<file path="src/rtl/uart_rx_868.sv">
// uart_rx_868: 8N1 serial receiver with mid-bit sampling.
//
// The asynchronous rx line is passed through a two-flop synchroniser. The
// start bit is detected and confirmed at its midpoint. Every later bit is
// then sampled one full bit period after the previous sample. Good bytes are
// delivered on rx_data with a one-cycle rx_valid strobe. A low stop bit
// gives a one-cycle frame_err strobe. The receiver then parks in BREAK until
// the line returns high.
//
// Ports:
//   clk        - single clock, all logic on the rising edge
//   a_reset_n  - asynchronous active-low reset
//   rx         - serial input, idle high, asynchronous to clk
//   rx_data    - last good byte, held until the next good frame
//   rx_valid   - one-cycle pulse when rx_data is updated
//   frame_err  - one-cycle pulse when a sampled stop bit is 0
//   busy       - high whenever the receiver is not IDLE
module uart_rx_868 #(
  parameter int CLKS_PER_BIT = 868,
  parameter int DATA_BITS    = 8
) (
  input  logic                 clk,
  input  logic                 a_reset_n,
  input  logic                 rx,
  output logic [DATA_BITS-1:0] rx_data,
  output logic                 rx_valid,
  output logic                 frame_err,
  output logic                 busy
);

  localparam int HALF = CLKS_PER_BIT / 2;
  localparam int CW   = $clog2(CLKS_PER_BIT);
  localparam int BW   = (DATA_BITS > 1) ? $clog2(DATA_BITS) : 1;

  localparam logic [CW-1:0] HALF_END = CW'(HALF - 1);
  localparam logic [CW-1:0] BIT_END  = CW'(CLKS_PER_BIT - 1);
  localparam logic [BW-1:0] LAST_BIT = BW'(DATA_BITS - 1);

  typedef enum logic [2:0] {IDLE, START, DATA, STOP, BREAK} state_t;

  state_t                 state, state_n;
  logic                   rx_s1, rx_s;
  logic [1:0]             settle;
  logic                   armed;
  logic [CW-1:0]          cnt, cnt_n;
  logic [BW-1:0]          bit_idx, bit_idx_n;
  logic [DATA_BITS-1:0]   sh, sh_n;
  logic [DATA_BITS-1:0]   data_n;
  logic                   valid_n, ferr_n;

  // Synchroniser plus start qualification. The synchroniser flops come out
  // of reset at 1, so for two clocks rx_s does not yet reflect the pin.
  // settle covers that window. armed goes high only after rx_s has really
  // been seen high. A line that is still low when reset is released (for
  // example mid-frame) therefore cannot start a bogus frame. The receiver
  // waits for the next genuine falling edge instead.
  // NOTE: state registers use non-blocking assignments so that every flop
  // samples pre-edge values, which is exactly what hardware does.
  always_ff @(posedge clk or negedge a_reset_n) begin
    if (!a_reset_n) begin
      rx_s1  <= 1'b1;
      rx_s   <= 1'b1;
      settle <= 2'b00;
      armed  <= 1'b0;
    end else begin
      rx_s1  <= rx;
      rx_s   <= rx_s1;
      settle <= {settle[0], 1'b1};
      armed  <= armed | (rx_s & settle[1]);
    end
  end

  always_ff @(posedge clk or negedge a_reset_n) begin
    if (!a_reset_n) begin
      state     <= IDLE;
      cnt       <= '0;
      bit_idx   <= '0;
      sh        <= '0;
      rx_data   <= '0;
      rx_valid  <= 1'b0;
      frame_err <= 1'b0;
    end else begin
      state     <= state_n;
      cnt       <= cnt_n;
      bit_idx   <= bit_idx_n;
      sh        <= sh_n;
      rx_data   <= data_n;
      rx_valid  <= valid_n;
      frame_err <= ferr_n;
    end
  end

  // Next-state logic. The counter free-runs and is cleared on every state
  // entry and on every sample point.
  // NOTE: every signal gets a default before the case statement. No path
  // can leave a signal unassigned, so no latch is inferred.
  always_comb begin
    state_n   = state;
    cnt_n     = cnt + 1'b1;
    bit_idx_n = bit_idx;
    sh_n      = sh;
    data_n    = rx_data;
    valid_n   = 1'b0;
    ferr_n    = 1'b0;
    case (state)
      IDLE: begin
        cnt_n = '0;
        if (armed && !rx_s) state_n = START;
      end
      START: begin
        if (cnt == HALF_END) begin
          cnt_n = '0;
          if (!rx_s) begin
            state_n   = DATA;
            bit_idx_n = '0;
          end else begin
            state_n = IDLE;  // glitch shorter than half a bit
          end
        end
      end
      DATA: begin
        if (cnt == BIT_END) begin
          cnt_n = '0;
          sh_n  = {rx_s, sh[DATA_BITS-1:1]};  // LSB arrives first
          if (bit_idx == LAST_BIT) state_n = STOP;
          else                     bit_idx_n = bit_idx + 1'b1;
        end
      end
      STOP: begin
        if (cnt == BIT_END) begin
          cnt_n = '0;
          if (rx_s) begin
            data_n  = sh;
            valid_n = 1'b1;
            state_n = IDLE;
          end else begin
            ferr_n  = 1'b1;
            state_n = BREAK;
          end
        end
      end
      BREAK: begin
        cnt_n = '0;
        if (rx_s) state_n = IDLE;
      end
      default: state_n = IDLE;
    endcase
  end

  assign busy = (state != IDLE);

endmodule
</file>
<file path="config.mk">
export PLATFORM = sky130hd
export DESIGN_NAME = uart_rx_868
export DESIGN_NICKNAME = d
export VERILOG_FILES = /design/src/rtl/uart_rx_868.sv
export SDC_FILE = /design/constraint.sdc
export NUM_CORES = 1
export LEC_CHECK = 0
export ABC_AREA = 0
export ABC_CLOCK_PERIOD_IN_PS = 4800
export CAP_MARGIN = 20
export CORE_MARGIN = 5
export CORE_UTILIZATION = 30
export DETAILED_ROUTE_END_ITERATION = 7
export PLACE_DENSITY = 0.51
export SLEW_MARGIN = 15
export SYNTH_ARGS = -nofsm -noshare
export SYNTH_HDL_FRONTEND = slang
export SYNTH_SLANG_ARGS = --single-unit
</file>
<file path="constraint.sdc">
create_clock -name clk -period 4.8 [get_ports clk]
set_input_delay 1.2 -clock clk [delete_from_list [all_inputs] [get_ports clk]]
set_output_delay 1.2 -clock clk [all_outputs]
set_load 0.05 [all_outputs]
</file>
==> results of run 1 <==
## report_power, final
group / switching [W] / leakage (nW) / internal (W)
clock: 0.000114 / 0.0654 / 0.000208
sequential: 0.0000442 / 0.510 / 0.000362
combinational: 0.0000526 / 0.362 / 0.0000423
## kinds of logic after synthesis
logic type               count (synthesis)
XOR/XNOR                                 8
adder cells (fa/ha/maj)                  4
buffers and inverters                    7
AO/OA/AOI/OAI                           15
flip-flops                              39
AND/OR/NAND/NOR                         52
other                                    1
multiplexers                            18
## metrics by stage
stage | hold WS (ps) | total power, W | instances | instance area (sq um) | setup slack, ps
2_1_floorplan | 331 | 0.000473 | 144 | 1790 | 2400
3_3_place_gp | 341 | 0.000503 | 226 | 1970 | 1980
3_5_place_dp | 343 | 0.000509 | 226 | 1970 | 1980
4_1_cts | 360 | 0.000832 | 234 | 2100 | 1660
5_1_grt | 376 | 0.000867 | 234 | 2100 | 1590
6_report | 359 | 0.000823 | 234 | 2100 | 1670
## worst reg2reg max path: stages, from the launching register on
cell and delay [ps]:
dfrtp_1 490, or4b_4 590, nor3_1 400, and4_1 500, mux2_2 390
## metal layers
layer | track usage [%] | wire [microns] | up-vias
met4 | 2.93 | 16 | 0
met1 | 11.6 | 1520 | 589
met3 | 2.84 | 168 | 3
met2 | 15.8 | 1590 | 28
met5 | 0 | 0 | -
li1 | - | - | 541
## Yosys cell counts
cell and n:
or4_4 1, clkbuf_1 4, nor2_4 1, inv_1 1, nor2b_1 1, or2_2 1, a21oi_1 1, ha_1 4
a211oi_1 2, buf_4 1, nor4_1 2, o221ai_1 1, conb_1 1, a2111oi_0 1, xor2_1 2, nand2b_1 4
o41ai_1 1, nand3_1 2, nor3b_1 4, nor3_1 3, nor2_1 19, mux2_2 10, dfrtp_1 37, mux2_4 8
nand4b_1 1, a21o_1 2, or4bb_1 1, o22ai_1 1, nand2_1 7, and4bb_2 1, xnor2_1 6, or4b_4 1
a311oi_1 1, a22oi_1 1, or3_1 1, a22o_1 2, a2bb2oi_1 1, and4_1 2, dfstp_2 2, a32oi_1 1
buf_6 1
## final timing paths
kind / endpoint / slack (ps) / cells after the start
max: busy / 1670 / 2
min: settle[1] / 360 / 0
min in group asynchronous: rx_data[0] / 1010 / 1
min reg2reg: settle[1] / 360 / 0
max reg2reg: rx_data[0] / 2330 / 4
max in group asynchronous: state[0] / 3250 / 1
## registers in the layout, summed over array words and instances (netlist names)
name       flops
rx_s1          1
sh             8
rx_valid       1
rx_data        8
settle         2
armed          1
rx_s           1
cnt           10
bit_idx        3
frame_err      1
state          3
## cells in the final DEF (no fill, tap or decap), types with 2 or more instances in the layout
| master | Yosys | final |
|---|---|---|
| nor4_1 | 2 | 2 |
| nor3b_1 | 4 | 4 |
| a211oi_1 | 2 | 2 |
| clkbuf_8 | 0 | 5 |
| xnor2_1 | 6 | 6 |
| mux2_4 | 8 | 8 |
| dfstp_2 | 2 | 2 |
| a21o_1 | 2 | 2 |
| mux2_2 | 10 | 10 |
| ha_1 | 4 | 4 |
| clkdlybuf4s50_1 | 0 | 12 |
| nor2_1 | 19 | 19 |
| xor2_1 | 2 | 2 |
| dfrtp_1 | 37 | 37 |
| bufinv_16 | 0 | 2 |
| and4_1 | 2 | 2 |
| a22o_1 | 2 | 2 |
| nand3_1 | 2 | 2 |
| nand2b_1 | 4 | 4 |
| nor3_1 | 3 | 3 |
| nand2_1 | 7 | 7 |
## final cells by class
type	instances	area [sq um]
Fill cell	560	3750
Sequential cell	39	978
Multi-Input combinational cell	98	771
Timing Repair Buffer	13	125
Tap cell	75	93.8
Clock buffer	6	72.6
Clock inverter	2	60.1
Inverter	1	3.75
==> out/results.ini, run 1 <==
[place]
gp_congestion=0.790
place.port_buffers=13
dpl.hpwl_microns=2290

[routing]
drt-pass1-iter-count=4
drc_errors=0
dr_total_vias=1161
first_iter_violations=41
ant_nets=0
drt-total-wl_microns=3300
wl_per_cell_microns=14.1
vias_per_cell=4.96

[cts]
ctsRootBufferMaster=clkbuf_8
cts.sinks=39
post_cts_resized=0
clock_latency_ps=290
post_cts_buffers=0
clk_pin_slew_worst_paths_ps=80
cts_tree=done
cts_htree_levels=2
cts_buffer_depth=2
holdBufCountCts=0
cts_buffers=5

[synth]
synthAdderAreaFrac_pct=2.80
synth_top_family_by_area=simple AND/OR/NAND/NOR gates
synth_top_area_share_pct=51.8
yosysWarnings=0
ys_seq_area_share_pct=54.8
synth_cell_types=41
yosys-top-cells-area=dfrtp_1 52%, mux2_4 6.7%, mux2_2 6.3%
syn-cell-area_sq_um=1790
synthCells=144
ys_ff_latch=39
synth_area_per_cell_sq_um=12.4
synth_xor_area_share_pct=3.92
synth-compound-area-share_pct=6.65
synth-simple-area-share_pct=16.5
synth_top_cell_by_area=dfrtp_1
synth.mux.area_fraction_pct=13.0
syn_nets=151

[timing]
setup_tns_ps=0
fin_skew_ps=7.89
fin_crit_sh_pct=65.2
finalSetupViolCount=0
final.min_clock_period_ps=3130
worst_pin_slew_ps=845
fmaxAchievable_mhz=320
rsz0062_at_grt=no
final_max_slew_viol_count=0
hold_viol=0
max_slew_margin_pct=43.7

[cells_and_area]
final_util_pct=36.0
drive_gt1_share_pct=20.8
diodes=0
syn2layout_area_growth_pct=17.8
nets=165

[grt]
grt_use_total_pct=9.41
grt_pass1_wl_microns=5580
grt_start_max_net_pins=40
grt-ovfl-total=0
grt_pass1_vias=1173
antenna_found_initial=0

[setup_path]
cp_num_buf_inv=1
worstPathCellList=or3_1 > clkdlybuf4s50_1
cpPeakStageDelay_ps=700
cp_max_fo=16
r2r_start=state[2]
worstSetupPathType=register to output port
crit_arrival_ps=1930
required_ps=3600
crit_slowest_cell=clkdlybuf4s50_1
critPathLaunchType=register
end_kind=output port
startpoint=state[1]
crit_family=buffers and inverters

[min_path]
min_path_type=register to register
min_from=settle[0]

[run]
maxCapViolCount=0

[floorplanning]
start_util_pct=30.5
pin_count=14
die_area_sq_um=7600
num_rows=28
core_area_sq_um=5850
die_y_microns=87.2
die_w_microns=87.2

[pwr]
power.leakage_nw=0.937
peakVddDrop_mv=0.267
powerDensity_nw_per_um2=391

[run_status]
status=complete, no violations

No activity file was read; power rests on OpenSTA's default activity.
==> run 2: changes to the inputs <==
--- a/config.mk
+++ b/config.mk
@@ -6,7 +6,7 @@
 export NUM_CORES = 1
 export LEC_CHECK = 0
 export ABC_AREA = 0
-export ABC_CLOCK_PERIOD_IN_PS = 4800
+export ABC_CLOCK_PERIOD_IN_PS = 2900
 export CAP_MARGIN = 20
 export CORE_MARGIN = 5
 export CORE_UTILIZATION = 30
==> constraint.sdc (replaced) <==
create_clock -name clk -period 2.9 [get_ports clk]
set_input_delay 0.725 -clock clk [delete_from_list [all_inputs] [get_ports clk]]
set_output_delay 0.725 -clock clk [all_outputs]
set_load 0.05 [all_outputs]
==> run 2 against run 1 <==
Largest power group unchanged. First-iteration DRC count is 56% lower. Critical path depth stayed put. Combinational power is 62% higher. Highest routed layer unchanged. Sequential cell count stayed put. Cell area is 0.24% lower. Largest cell class unchanged. Sequential power is 64% higher. Count of clock-buffer cells in the layout is 1 lower.
==> out/results.ini, run 2 (synthesis gave the netlist of run 1 again) <==
[run_status]
status=complete, no violations

[floorplanning]
num_rows=28  ; unchanged
die_area_sq_um=7600  ; unchanged
core_area_sq_um=5850  ; unchanged
die_w_microns=87.2  ; unchanged
die_y_microns=87.2  ; unchanged
start_util_pct=30.5  ; unchanged
pin_count=14  ; unchanged

[cts]
clk_pin_slew_worst_paths_ps=80  ; about the same
clock_latency_ps=290  ; about the same
cts.sinks=39  ; unchanged
holdBufCountCts=0  ; unchanged
ctsRootBufferMaster=clkbuf_8
cts_tree=done
cts_buffers=5  ; unchanged
post_cts_resized=0  ; unchanged
post_cts_buffers=0  ; unchanged
cts_htree_levels=2  ; unchanged
cts_buffer_depth=2  ; unchanged

[grt]
grt_use_total_pct=9.66  ; +0.25 points
grt_pass1_vias=1209  ; +3.1%
antenna_found_initial=0  ; unchanged
grt_start_max_net_pins=40  ; unchanged
grt_pass1_wl_microns=5730  ; +2.7%
grt-ovfl-total=0  ; unchanged

[timing]
hold_viol=0  ; unchanged
final_max_slew_viol_count=0  ; unchanged
whs_ps=348  ; -10.4 ps
fin_crit_sh_pct=92.1
rsz0062_at_grt=no
finalSetupViolCount=0  ; unchanged
setup_tns_ps=0  ; unchanged
final.min_clock_period_ps=2670
max_slew_margin_pct=43.3  ; -0.33 points
fmaxAchievable_mhz=374
fin_skew_ps=8.45  ; +0.561 ps
worst_pin_slew_ps=850  ; +4.90 ps

[setup_path]
reg2reg_slack_ps=550  ; -1780 ps
required_ps=2170  ; -1430 ps
crit_arrival_ps=1950  ; +20 ps
critPathLaunchType=register
cp_max_fo=16  ; unchanged
end_kind=output port
worstSetupPathType=register to output port

[routing]
wl_met3_microns=148  ; -12%
ant_nets=0  ; unchanged
vias_per_cell=4.80  ; -3.3%
highest_layer=met4
wl_met1_microns=1560  ; +2.4%
drt-total-wl_microns=3270  ; -0.91%
drc_errors=0  ; unchanged
met2WireLength_microns=1530  ; -4.0%
first_iter_violations=18  ; -56%
drt-pass1-iter-count=4  ; unchanged
dr_total_vias=1132  ; -2.5%
wl_per_cell_microns=13.8  ; -1.7%

[pwr]
p_comb_share_pct=12.1  ; +0.6 points
p_int_w=0.000926  ; +51%
p_seq_share_pct=52.4  ; +3.0 points
switchingPower_w=0.000348  ; +66%
switching_share_pct=27.3  ; +1.8 points
power.leakage_nw=0.940  ; +0.39%
clkPwrFrac_pct=35.5  ; -3.6 points
powerDensity_nw_per_um2=607  ; +55%
peakVddDrop_mv=0.333  ; +25%

[cells_and_area]
syn2layout_area_growth_pct=17.5
final_common_cell=dfrtp_1
largest_reg_flops=10  ; unchanged
top_register=cnt
top_regs=cnt: 10 flops, rx_data: 8 flops, sh: 8 flops
mostFrequentLayoutCells=37 x dfrtp_1, 19 x nor2_1, 12 x clkdlybuf4s50_1, 10 x mux2_2, 8 x mux2_4
drive_gt1_share_pct=22.4  ; +1.6 points
design_area_sq_um=2100  ; -0.24%
nets=167  ; +1.2%
diodes=0  ; unchanged
nFillCells=567  ; +1.3%

[place]
place.port_buffers=13  ; unchanged
dpl.hpwl_microns=2300  ; +0.44%
gp_congestion=0.786  ; -0.44%
postPlaceCellArea_sq_um=1990  ; +0.76%

[run]
maxCapViolCount=0  ; unchanged

[min_path]
min_path_type=register to register

run 2: changes by cell type in the layout (fill, tap and decap cells not counted):
cell       before  now
clkinv_2        0    1
clkinv_4        0    1
bufinv_16       2    1
buf_4           0    2
clkbuf_1        1    0
run 2: path summary, 6_finish.rpt:
path,startpoint,endpoint,cells past startpoint
max,state[1],busy,2
max reg2reg,state[2],rx_data[0],4
max in group asynchronous,a_reset_n,cnt[7],1
min reg2reg,settle[0],settle[1],0
min in group asynchronous,a_reset_n,bit_idx[0],1
min,settle[0],settle[1],0
run 2: metal layers:
metal / vias to the layer above / GRT usage [%]
li1: 537 / -
met1: 570 / 12.0
met2: 20 / 15.7
met3: 5 / 3.12
met4: 0 / 3.35
met5: - / 0
run 2: power groups by stage:
stage / Combinational [W] / Sequential [W] / Clock, W
after floorplan: 0.000123 / 0.000660 / 0
after global placement: 0.000154 / 0.000677 / 0
after detailed placement: 0.000157 / 0.000680 / 0
after CTS: 0.000158 / 0.000669 / 0.000468
after global routing: 0.000183 / 0.000678 / 0.000493
final: 0.000154 / 0.000668 / 0.000452
run 2: per-stage QoR:
stage | total power [W] | util [%] | setup slack, ps | std cells
floorplan | 0.000784 | - | 846 | 144
global placement | 0.000831 | 34.0 | 555 | 228
detailed placement | 0.000837 | 34.0 | 544 | 228
CTS | 0.00130 | 35.9 | 222 | 236
global route | 0.00135 | 35.9 | 164 | 236
finish | 0.00127 | 35.9 | 229 | 236
run 2: area by class of cell:
class | instances | area (sq um) | share of cell area (%)
inverter | 1 | 3.75 | 0.179
multi-input combinational | 98 | 771 | 36.7
clock buffer | 5 | 68.8 | 3.28
tap | 75 | 93.8 | 4.47
sequential | 39 | 978 | 46.6
clock inverter | 3 | 43.8 | 2.09
timing repair buffer | 15 | 140 | 6.67
run 2: critical path, cell delays in order (launching register included):
cell             delay [ps]
dfrtp_1                 540
or3_1                   420
clkdlybuf4s50_1         700
==> run 3: changes to the inputs <==
--- a/config.mk
+++ b/config.mk
@@ -10,6 +10,7 @@
 export CAP_MARGIN = 20
 export CORE_MARGIN = 5
 export CORE_UTILIZATION = 30
+export CTS_CLUSTER_DIAMETER = 80
 export DETAILED_ROUTE_END_ITERATION = 7
 export PLACE_DENSITY = 0.51
 export SLEW_MARGIN = 15
==> results of run 3 <==
No change in the layout: final DEF, timing and power equal those of run 2.
